$ cat src/rtl/uart_arb_pkg.sv
// Shared definitions for the UART TX message arbiter: default sizing and FSM encoding.
package uart_arb_pkg;

   localparam int UART_ARB_NUM_REQ  = 4;
   localparam int UART_ARB_TO_WIDTH = 16;

   typedef enum logic {
      ARB_IDLE,
      ARB_LOCK
   } arb_state_e;

endpackage

$ cat src/rtl/uart_rr_pick.sv
// Combinational round-robin picker: first set request at or above i_ptr, wrapping to 0.
module uart_rr_pick #(
   parameter int NUM_REQ = 4,
   parameter int LOG_REQ = $clog2(NUM_REQ)
) (
   input  logic [NUM_REQ-1:0] i_req,
   input  logic [LOG_REQ-1:0] i_ptr,
   output logic [NUM_REQ-1:0] o_gnt,
   output logic [LOG_REQ-1:0] o_idx,
   output logic               o_any
);

   logic [NUM_REQ-1:0] w_rot;
   logic [LOG_REQ-1:0] w_ofs;
   logic [LOG_REQ:0]   w_sum;

   // Rotate so the pointer position lands at bit 0, then a plain lowest-bit search suffices.
   assign w_rot = NUM_REQ'({i_req, i_req} >> i_ptr);

   // NOTE: every signal written here gets a default first, so no path can infer a latch.
   always_comb begin
      w_ofs = '0;
      for (int i = NUM_REQ - 1; i >= 0; i--) begin
         if (w_rot[i]) w_ofs = LOG_REQ'(i);
      end
      w_sum = {1'b0, i_ptr} + {1'b0, w_ofs};
      if (w_sum >= (LOG_REQ + 1)'(NUM_REQ)) w_sum = w_sum - (LOG_REQ + 1)'(NUM_REQ);
      o_idx        = w_sum[LOG_REQ-1:0];
      o_any        = |i_req;
      o_gnt        = '0;
      o_gnt[o_idx] = o_any;
   end

endmodule

$ cat src/rtl/uart_tx_arb.sv
// Message-level round-robin arbiter in front of the UART TX FIFO push port.
module uart_tx_arb
   import uart_arb_pkg::*;
#(
   parameter int NUM_REQ  = UART_ARB_NUM_REQ,
   parameter int TO_WIDTH = UART_ARB_TO_WIDTH,
   parameter int LOG_REQ  = $clog2(NUM_REQ)
) (
   input  logic                 clk_i,
   input  logic                 rst_i,
   input  logic [NUM_REQ-1:0]   req_valid_i,
   input  logic [NUM_REQ*8-1:0] req_data_i,
   input  logic [NUM_REQ-1:0]   req_last_i,
   output logic [NUM_REQ-1:0]   req_ready_o,
   output logic                 tx_valid_o,
   output logic [7:0]           tx_data_o,
   input  logic                 tx_ready_i,
   input  logic [TO_WIDTH-1:0]  cfg_timeout_i,
   output logic [NUM_REQ-1:0]   gnt_o,
   output logic                 busy_o,
   output logic                 timeout_o
);

   arb_state_e          r_state, w_state_n;
   logic [NUM_REQ-1:0]  r_gnt, w_gnt_n;
   logic [LOG_REQ-1:0]  r_idx, w_idx_n;
   logic [LOG_REQ-1:0]  r_ptr, w_ptr_n;
   logic [TO_WIDTH-1:0] r_cnt, w_cnt_n;
   logic                r_timeout, w_timeout_n;

   logic [NUM_REQ-1:0]  w_pick_gnt;
   logic [LOG_REQ-1:0]  w_pick_idx;
   logic                w_pick_any;
   logic                w_lock, w_hs, w_stall, w_fire;
   logic [LOG_REQ-1:0]  w_idx_inc;

   uart_rr_pick #(
      .NUM_REQ (NUM_REQ),
      .LOG_REQ (LOG_REQ)
   ) u_pick (
      .i_req (req_valid_i),
      .i_ptr (r_ptr),
      .o_gnt (w_pick_gnt),
      .o_idx (w_pick_idx),
      .o_any (w_pick_any)
   );

   // Owner's byte stream passes straight through while locked; everything else is gated to 0.
   assign w_lock      = (r_state == ARB_LOCK);
   assign tx_valid_o  = w_lock & req_valid_i[r_idx];
   assign tx_data_o   = tx_valid_o ? req_data_i[{r_idx, 3'b000} +: 8] : 8'h00;
   assign req_ready_o = w_lock ? (r_gnt & {NUM_REQ{tx_ready_i}}) : '0;
   assign gnt_o       = r_gnt;
   assign busy_o      = w_lock;
   assign timeout_o   = r_timeout;

   assign w_hs      = tx_valid_o & tx_ready_i;
   assign w_stall   = w_lock & ~req_valid_i[r_idx];
   // ">=" rather than "==" so lowering the limit below the running count releases at once.
   assign w_fire    = w_stall & (cfg_timeout_i != '0) & (r_cnt >= cfg_timeout_i - TO_WIDTH'(1));
   assign w_idx_inc = (r_idx == LOG_REQ'(NUM_REQ - 1)) ? '0 : r_idx + LOG_REQ'(1);

   always_comb begin
      w_state_n   = r_state;
      w_gnt_n     = r_gnt;
      w_idx_n     = r_idx;
      w_ptr_n     = r_ptr;
      w_cnt_n     = r_cnt;
      w_timeout_n = 1'b0;
      case (r_state)
         ARB_IDLE: begin
            if (w_pick_any) begin
               w_state_n = ARB_LOCK;
               w_gnt_n   = w_pick_gnt;
               w_idx_n   = w_pick_idx;
               w_cnt_n   = '0;
            end
         end
         ARB_LOCK: begin
            if (w_hs && req_last_i[r_idx]) begin
               w_state_n = ARB_IDLE;
               w_gnt_n   = '0;
               w_ptr_n   = w_idx_inc;
            end else if (w_fire) begin
               w_state_n   = ARB_IDLE;
               w_gnt_n     = '0;
               w_ptr_n     = w_idx_inc;
               w_timeout_n = 1'b1;
            end else if (w_hs) begin
               w_cnt_n = '0;
            end else if (w_stall && (r_cnt != '1)) begin
               w_cnt_n = r_cnt + TO_WIDTH'(1);
            end
         end
         default: w_state_n = ARB_IDLE;
      endcase
   end

   // NOTE: sequential state uses non-blocking assignments; reset clears every control register.
   always_ff @(posedge clk_i) begin
      if (rst_i) begin
         r_state   <= ARB_IDLE;
         r_gnt     <= '0;
         r_idx     <= '0;
         r_ptr     <= '0;
         r_cnt     <= '0;
         r_timeout <= 1'b0;
      end else begin
         r_state   <= w_state_n;
         r_gnt     <= w_gnt_n;
         r_idx     <= w_idx_n;
         r_ptr     <= w_ptr_n;
         r_cnt     <= w_cnt_n;
         r_timeout <= w_timeout_n;
      end
   end

endmodule

$ cat config.mk
export PLATFORM = sky130hd
export DESIGN_NAME = uart_tx_arb
export DESIGN_NICKNAME = d
export VERILOG_FILES = /design/src/rtl/uart_arb_pkg.sv /design/src/rtl/uart_rr_pick.sv /design/src/rtl/uart_tx_arb.sv
export SDC_FILE = /design/constraint.sdc
export NUM_CORES = 1
export LEC_CHECK = 0
export ABC_AREA = 1
export ABC_CLOCK_PERIOD_IN_PS = 2980
export CAP_MARGIN = 20
export CORE_UTILIZATION = 45
export CTS_BUF_LIST = sky130_fd_sc_hd__clkbuf_4 sky130_fd_sc_hd__clkbuf_8
export CTS_CLUSTER_DIAMETER = 40
export DETAILED_ROUTE_END_ITERATION = 12
export HOLD_SLACK_MARGIN = 0.15
export PLACE_DENSITY = 0.87
export SLEW_MARGIN = 25
export SYNTH_ARGS = -nofsm -noshare
export SYNTH_HDL_FRONTEND = slang
export SYNTH_HIERARCHICAL = 1
export SYNTH_SLANG_ARGS = --single-unit
$ cat constraint.sdc
create_clock -name clk_i -period 2.98 [get_ports clk_i]
set_input_delay 0.596 -clock clk_i [delete_from_list [all_inputs] [get_ports clk_i]]
set_output_delay 0.596 -clock clk_i [all_outputs]
set_load 0.01 [all_outputs]
Yosys cells after proc, flatten, opt, wreduce, memory -nomap -nowiden
Cells that the tools add are included.
{"block": "word_totals", "input_bits": 59, "latch_bits": 0, "mem_count": 0, "rom_bits": 0, "wordCells": 76, "regBits": 26, "out_inout_bits": 19, "ram_bits": 0}
{"block": "op_classes", "addsub": 5, "eq_ne": 7, "muxes": 31, "magnitude_cmp": 5, "n_shift": 2, "n_reduce_logical": 11, "n_div": 0, "bitwise_logic": 9, "multipliers": 0}
{"op": "2-to-1 mux 16 bit", "n": 5}
{"op": "one-hot mux 16 bit (2 select lines)", "n": 1}
{"op": "indexed part select 32 x 6 -> 8 bit", "n": 1}
{"op": "adder 16 x 1 -> 16 bit (second input constant)", "n": 1}
{"op": "greater-or-equal comparator 16 bit", "n": 1}
{"op": "2-to-1 mux 2 bit", "n": 8}
{"op": "2-to-1 mux 4 bit", "n": 4}
{"op": "inequality test 16 bit (second input constant)", "n": 1}
{"op": "nonzero test 16 bit", "n": 1}
{"op": "subtractor 16 x 1 -> 16 bit (second input constant)", "n": 1}
{"op": "AND 4 bit", "n": 2}
{"op": "2-to-1 mux 8 bit", "n": 1}
{"op": "one-hot mux 4 bit (2 select lines)", "n": 1}
{"op": ">> shifter 8 x 2 -> 4 bit", "n": 1}
{"op": "2-to-1 mux 1 bit", "n": 7}
{"op": "< comparator 2 x 3 -> 1 bit (second input constant)", "n": 2}
{"op": "inequality test 3 x 1 -> 1 bit (second input constant)", "n": 2}
{"op": "AND reduction 2 bit", "n": 3}
{"op": "AND 1 bit", "n": 5}
{"op": "binary-select mux 1 bit (select 2 bit)", "n": 2}
{"op": "inequality test 2 bit (second input constant)", "n": 2}
{"op": "AND reduction 4 bit", "n": 1}
{"op": "OR reduction 4 bit", "n": 1}
{"op": "adder 2 x 2 -> 3 bit", "n": 1}
{"op": "12 further kinds", "n": 15}

Logic depth before layout (Yosys ltp)
Gate-level depths: netlist (run 1).
{"block": "depth", "ltp_word": 15, "mapped_depth": 20, "ltp_nobuf": 20}

Hierarchy
Netlist (run 1), hierarchy kept.
{"module": "uart_tx_arb", "instances": 1, "cells_per_inst": 451, "seq_area_each_um2": 520.5, "area_per_inst_um2": 2645.0}
{"module": "uart_rr_pick", "instances": 1, "cells_per_inst": 44, "seq_area_each_um2": 0.0, "area_per_inst_um2": 221.5}

Least setup slack after synthesis (run 1)
OpenSTA, ideal clock, no wires.
{"block": "synth_timing", "kind": "input -> register", "startpoint": "input port cfg_timeout_i[1]", "endpoint": "register r_cnt[0]", "arrival_time_ns": 2.815, "setup_slack_ns": 0.053, "n_path_buf": 1, "path_stages": 18, "required_ns": 2.868, "path_cell_list": "nor2_1 -> nand2_1 -> nor3_1 -> nand2_1 -> nor2_1 -> nand4_1 -> nor2_1 -> xnor2_1 -> ha_1 -> a21oi_1 -> o21ai_0 -> a21oi_1 -> nand2_1 -> nand2_2 -> nand3_4 -> buf_6 -> a21oi_2 -> nor2_1"}
{"block": "synth_between", "elab_chain_cells": 5, "word_cells_on_any_way": 7}
{"element": "start, declared", "line_no": "uart_tx_arb.sv:18", "text": "input logic [TO_WIDTH-1:0] cfg_timeout_i,"}
{"element": "subtractor 16 x 1 -> 16 bit / nonzero test 16 bit (equally long branches)", "line_no": "uart_tx_arb.sv:60", "text": "assign w_fire = w_stall & (cfg_timeout_i != '0) & (r_cnt >= cfg_timeout_i - TO_WIDTH'(1));"}
{"element": "greater-or-equal comparator 16 bit / AND 1 bit (equally long branches)", "line_no": "uart_tx_arb.sv:60"}
{"element": "AND 1 bit (*)", "line_no": "uart_tx_arb.sv:60"}
{"element": "inequality test 2 bit (no source line) (*)"}
{"element": "AND reduction 4 bit (no source line) (*)"}
{"element": "end signal, assigned", "line_no": "uart_tx_arb.sv:113", "text": "r_cnt <= w_cnt_n;"}
{"element": "end, declared", "line_no": "uart_tx_arb.sv:28", "text": "logic [TO_WIDTH-1:0] r_cnt, w_cnt_n;"}
Every way passes the cells marked *; elsewhere a longest branch is shown, timed or not.
A chain may end at the register's enable or synchronous reset.

Final worst setup path (run 1)
{"block": "layout_timing", "startpoint": "input port cfg_timeout_i[3]", "endpoint": "register r_cnt[14]"}
Same word-level chain as after synthesis.

==> results of run 1 <==
==> synthesized netlist by cell type <==
cell | n | area, sq um
nand2_2 | 2 | 12.51
a21boi_0 | 1 | 7.510
buf_2 | 5 | 25.02
nor2_1 | 90 | 337.8
o21ai_0 | 25 | 125.1
clkinv_2 | 1 | 5.000
a21oi_1 | 35 | 175.2
nand3_4 | 2 | 35.03
nor2_4 | 3 | 33.78
or2_2 | 1 | 6.260
xor2_1 | 7 | 61.31
ha_1 | 20 | 250.2
nand3_1 | 30 | 150.1
buf_1 | 1 | 3.750
and2_1 | 1 | 6.260
clkinv_1 | 1 | 3.750
nor4_1 | 2 | 12.51
nor3_1 | 8 | 40.04
xnor2_1 | 7 | 61.31
buf_4 | 3 | 22.52
or2_1 | 1 | 6.260
dfxtp_1 | 26 | 520.5
nand2_4 | 2 | 22.52
nand2_1 | 125 | 469.2
a31oi_1 | 1 | 6.260
nand4_1 | 25 | 156.4
nand3b_1 | 1 | 7.510
nor2_2 | 2 | 12.51
o21ai_2 | 1 | 8.760
buf_6 | 1 | 11.26
o22ai_1 | 1 | 6.260
clkbuf_1 | 6 | 22.52
inv_1 | 51 | 191.4
inv_2 | 3 | 11.26
nand3_2 | 3 | 30.03
a21oi_2 | 1 | 8.760
==> through the flow <==
stage,std cells,power [mW]
2_1_floorplan,495,0.8454
3_3_place_gp,663,1.077
3_5_place_dp,663,1.101
4_1_cts,673,1.338
5_1_grt,678,1.494
6_report,678,1.396
==> final cells by class <==
type                    count  area [sq um]
clock buffers               3         41.29
flip-flops and latches     26         520.5
multi-input cells         401          2277
inverters                  56         211.5
fillers                   494          1794
well taps                  75         93.84
repair buffers            117          1087
==> critical path: cells and delay by family <==
kind,cells,cell delay (ns)
buf+inv,3,0.39
simple gates,13,1.68
xor+xnor,1,0.18
fa+ha+maj,1,0.28
==> layout by cell type, fill, tap and decap left out, types with 18 or more instances in the layout <==
cell and instances:
nand2_1 118, nor2_1 81, clkdlybuf4s50_1 67, inv_1 48
buf_4 36, a21oi_1 31, nand3_1 30, dfxtp_1 26
nand4_1 25, o21ai_0 24, ha_1 18
==> power by group <==
group | internal, mW | leakage (nW) | switching [mW] | total [mW]
clock | 0.0909 | 0.0216 | 0.116 | 0.207
combinational | 0.332 | 1.68 | 0.430 | 0.763
sequential | 0.382 | 0.212 | 0.0451 | 0.427
total | 0.805 | 1.91 | 0.591 | 1.40
==> flip-flops by register name (all words and copies together) (netlist names) <==
name	count
gnt_o	4
r_ptr	2
timeout_o	1
r_cnt	16
r_idx	2
busy_o	1
==> metal layers <==
metal | routed length [microns] | vias up | GRT usage
li1 | - | 1838 | -
met1 | 3933 | 1691 | 0.3551
met2 | 4689 | 151 | 0.4810
met3 | 625 | 34 | 0.05000
met4 | 181 | 0 | 0.07895
met5 | 0 | - | 0
==> how the worst max path moves through the flow <==
stage | slack, ns | cells past startpoint | start | to
2_1_floorplan | 0.05 | 18 | cfg_timeout_i[1] | r_cnt[0]
3_3_place_gp | -0.42 | 19 | cfg_timeout_i[0] | r_cnt[0]
3_5_place_dp | -0.61 | 19 | cfg_timeout_i[0] | r_cnt[14]
4_1_cts | 0.004 | 18 | cfg_timeout_i[2] | gnt_o[2]
5_1_grt | -0.07 | 19 | cfg_timeout_i[1] | r_cnt[14]
6_report | 0.06 | 18 | cfg_timeout_i[3] | r_cnt[14]
==> kinds of logic after synthesis <==
family / share of synthesized area
buffers and inverters: 0.1034
and+or+nand+nor: 0.4670
AOI/OAI and AO/OA: 0.1179
xor gates and xnor gates: 0.04278
DFF: 0.1816
adders and majority gates: 0.08730
==> what timing repair did <==
action	CTS	global route
setup endpoints to repair	24	24
setup buffers	4	3
gates cloned	3	2
pin swaps	21	27
endpoints found under the hold margin	0	0
gates resized for setup	35	42
==> qor.yml, run 1 <==
synth:
  synth-seq-cells: 26
  synth_cell_types: 36
  synth_area_sq_um: 2866
  synth_cells: 495
  yosysSeqAreaShare: 0.1816
  syn_nets: 574
  synth_area_per_cell_sq_um: 5.791
  yosys_warnings: 6
clock_network:
  cts_tree: "built"
  cts_buffers: 3
  cts_buffer_depth: 2
  clockRootBuffer: "clkbuf_8"
  cts_hold_buffers: 0
  clock-sinks: 26
  clkLatencyLatePin_ns: 0.28
  clk_pin_slew_worst_paths_ns: 0.10
  htree_levels: 1
worst_setup_path:
  arrival_ns: 3.15
  r2r_start: "r_idx[0]"
  r2r_slack_ns: 0.51
  critPathMaxStageDelay_ns: 0.28
  cp_slowest_cell: "ha_4"
  reg2reg_depth: 10
  cp_cell_sequence: "clkbuf_2 -> nor2_2 -> nand2_1 -> nor2_2 -> nand2_2 -> nor4_4 -> xor2_1 -> inv_1 -> ha_4 -> nand2_4 -> nor4_2 -> nand2_1 -> nand2_4 -> nand2_8 -> buf_6 -> nand4_1 -> nand2_1 -> nor2_2"
  rr_endpoint: "r_cnt[14]"
  crit_type: "in -> reg"
  crit_path_end_kind: "flop"
  cp-start-kind: "primary input"
  critPathRequiredTime_ns: 3.20
  worstPathMaxFanout: 5
global_routing:
  first_global_vias: 3350
  gr-total-overflow: 0
  grt_pass1_wl_microns: 14830
  grt_use_total: 0.2802
  antenna_found_initial: 0
  grt_max_degree: 22
sta:
  fin_setup_tns_ns: 0
  setup_violations: 0
  worst_slack_ns: 0.05516
  tightest_slew_ns: 0.7436
  final.setup_skew_ns: 0.007725
  min_period_ns: 2.925
  rsz0062_at_grt: "true"
  relSlewSlack: 0.5043
  max_freq_ghz: 0.3419
  post-route-period-util: 0.9815
  hold-worst-slack_ns: 0.5168
  hold_viol_final: 0
  slew_violations: 0
floorplan:
  initial_core_util: 0.4757
  pin_count: 78
  coreArea_sq_um: 6026
  std_cell_rows: 28
  fp.dieH_microns: 81.81
  die_w_microns: 81.81
  die-area_sq_um: 6693
route:
  wirelength_microns: 9429
  via_per_inst: 5.478
  drt_iter0_drc: 402
  wl_per_cell_microns: 13.91
  drtPass1Iterations: 6
  vias: 3714
  drc: 0
  postRouteAntennaNets: 0
layout:
  final_util: 0.7022
  fin_area_sq_um: 4232
  layout.nets: 684
  syn2layout_area_growth_pct: 47.62
  antenna_cells: 0
  drive_above_1_share: 0.1692
placed_design:
  place_ws_ns: -0.6094
  dpl.hpwl_microns: 6775
  gp_congestion: 0.8876
  placed_area_sq_um: 3886
  port_buffers: 77
flow_run:
  maxCapViolCount: 0
min_path:
  whs_path_depth: 2
  hold_class: "reg -> reg"
  min_to: "gnt_o[3]"
  hp-start: "gnt_o[3]"
status:
  outcome: "completed"
pwr:
  vdd_drop_max_v: 0.0002164
  pwr_density_cell_nw_per_um2: 330.0
  leakagePower_nw: 1.913
Power figures use the tool's default switching activity.
==> run 2, diff against run 1 <==
Settings changed: ABC_CLOCK_PERIOD_IN_PS 2980 to 3050, PLACE_DENSITY 0.87 to 0.84.
Clock period 2.98 ns to 3.05 ns, I/O delays scaled along.
==> qor.yml, run 2 (synthesized netlist as in run 1, its figures left out) <==
route:
  drt_iter0_drc: 349
  via_per_inst: 5.520
  drtPass1Iterations: 6
  postRouteAntennaNets: 0
  wl_per_cell_microns: 14.21
  vias: 3814
  wirelength_microns: 9822
  drc: 0
floorplan:
  coreArea_sq_um: 6026
  die_w_microns: 81.81
  std_cell_rows: 28
  die-area_sq_um: 6693
  initial_core_util: 0.4757
  fp.dieH_microns: 81.81
  pin_count: 78
clock_network:
  clkLatencyLatePin_ns: 0.27
  clockRootBuffer: "clkbuf_8"
  cts_tree: "built"
  cts_buffers: 3
  htree_levels: 1
  clock-sinks: 26
  cts_buffer_depth: 2
  clk_pin_slew_worst_paths_ns: 0.09
layout:
  top_register: "r_cnt"
  largest_register_ffs: 16
  instances_no_fill: 691
  drive_above_1_share: 0.1899
  fin_area_sq_um: 4358
  antenna_cells: 0
  final_cell_mix: "nand2_1, nor2_1, clkdlybuf4s50_1, inv_1, buf_4"
  final_util: 0.7232
  syn2layout_area_growth_pct: 52.03
  final_common_cell: "nand2_1"
  layout.nets: 696
worst_setup_path:
  cp-start-kind: "primary input"
  crit_type: "in -> reg"
  cp_cell_sequence: "buf_6 -> nor2_4 -> nand2_4 -> nor3_4 -> nand2_1 -> nor2_2 -> nand4_1 -> buf_4 -> nor2_4 -> xnor2_2 -> ha_1 -> nand2_2 -> buf_6 -> nor2_2 -> a21oi_2 -> nand2_4 -> nand2_8 -> buf_6 -> nand4_1 -> a21oi_1"
  r2r_start: "r_idx[0]"
  reg2reg_depth: 11
  arrival_ns: 3.23
  cp_slowest_cell: "ha_1"
  critPathMaxStageDelay_ns: 0.27
  crit_path_end_kind: "flop"
  worstPathMaxFanout: 8
  critPathRequiredTime_ns: 3.25
  crit_path_frequent_cell: "buf_6"
  rr_endpoint: "r_cnt[15]"
  r2r_slack_ns: 0.62
flow_run:
  maxCapViolCount: 0
placed_design:
  dpl.hpwl_microns: 6797
  place_inst: 662
  gp_congestion: 0.9357
  placed_area_sq_um: 3879
  port_buffers: 77
  place_ws_ns: -0.5265
sta:
  hold-worst-slack_ns: 0.5081
  worst_slack_ns: 0.01983
  setup_violations: 0
  max_freq_ghz: 0.3300
  final.setup_skew_ns: 0.005172
  fin_setup_tns_ns: 0
  relSlewSlack: 0.4173
  hold_viol_final: 0
  slew_violations: 0
  tightest_slew_ns: 0.8740
  post-route-period-util: 0.9935
  min_period_ns: 3.030
global_routing:
  gr-total-overflow: 0
  grt_max_degree: 22
  antenna_found_initial: 0
  grt_use_total: 0.2844
  first_global_vias: 3297
  grt_pass1_wl_microns: 14990
min_path:
  min_to: "gnt_o[0]"
  whs_path_depth: 2
  hold_class: "reg -> reg"
  hp-start: "gnt_o[0]"
pwr:
  pwr_density_cell_nw_per_um2: 337.3
  leakagePower_nw: 1.974
  vdd_drop_max_v: 0.0003024
  power.total_mw: 1.470
status:
  outcome: "completed"
## run 2: cell types whose count changed in the layout (fill, tap and decap cells not counted), sizes merged
| cell | change |
|---|---|
| clkbuf | +1 |
| bufinv | +1 |
| dlymetal6s2s | -1 |
| buf | +12 |
## run 2: layout make-up
cell class / instances / area [sq um]
clock buffers: 3 / 41.29
multi-input cells: 401 / 2291
inverters: 56 / 211.5
fillers: 468 / 1668
repair buffers: 129 / 1170
flip-flops and latches: 26 / 520.5
well taps: 75 / 93.84
clock inverters: 1 / 30.03
## run 2: power breakdown
| group | internal, mW | switching, mW | total (mW) |
|---|---|---|---|
| Clock | 0.176 | 0.112 | 0.287 |
| Sequential | 0.373 | 0.0489 | 0.422 |
| Combinational | 0.333 | 0.428 | 0.761 |
## run 2: critical path: cells and delay by family
family	cells	cell delay (ns)
xor+xnor	1	0.12
buf+inv	4	0.54
fa+ha+maj	1	0.27
simple gates	12	1.26
compound gates	2	0.39
## run 2: timing repair
item / CTS / global route
buffers inserted: 12 / 8
gates resized for setup: 37 / 46
gates cloned: 5 / 0
pin swaps: 30 / 32
setup endpoints to repair: 24 / 24
hold buffers: 0 / 0
endpoints found under the hold margin: 0 / 0
## run 2: routing by layer
metal / vias up / track usage / share of wire
li1: 1868 / - / -
met4: 0 / 0.05439 / 0.025
met2: 185 / 0.5000 / 0.51
met5: - / 0 / 0
met1: 1723 / 0.3650 / 0.40
met3: 38 / 0.04333 / 0.070
## run 2: worst max path at each step
stage / startpoint / to / slack (ns) / depth (start not counted)
2_1_floorplan: cfg_timeout_i[1] / r_cnt[0] / 0.11 / 18
3_3_place_gp: cfg_timeout_i[0] / r_cnt[1] / -0.37 / 18
3_5_place_dp: cfg_timeout_i[2] / r_cnt[0] / -0.53 / 19
4_1_cts: cfg_timeout_i[2] / r_cnt[2] / 0.01 / 19
5_1_grt: cfg_timeout_i[1] / r_cnt[6] / -0.16 / 20
6_report: cfg_timeout_i[1] / r_cnt[6] / 0.02 / 20
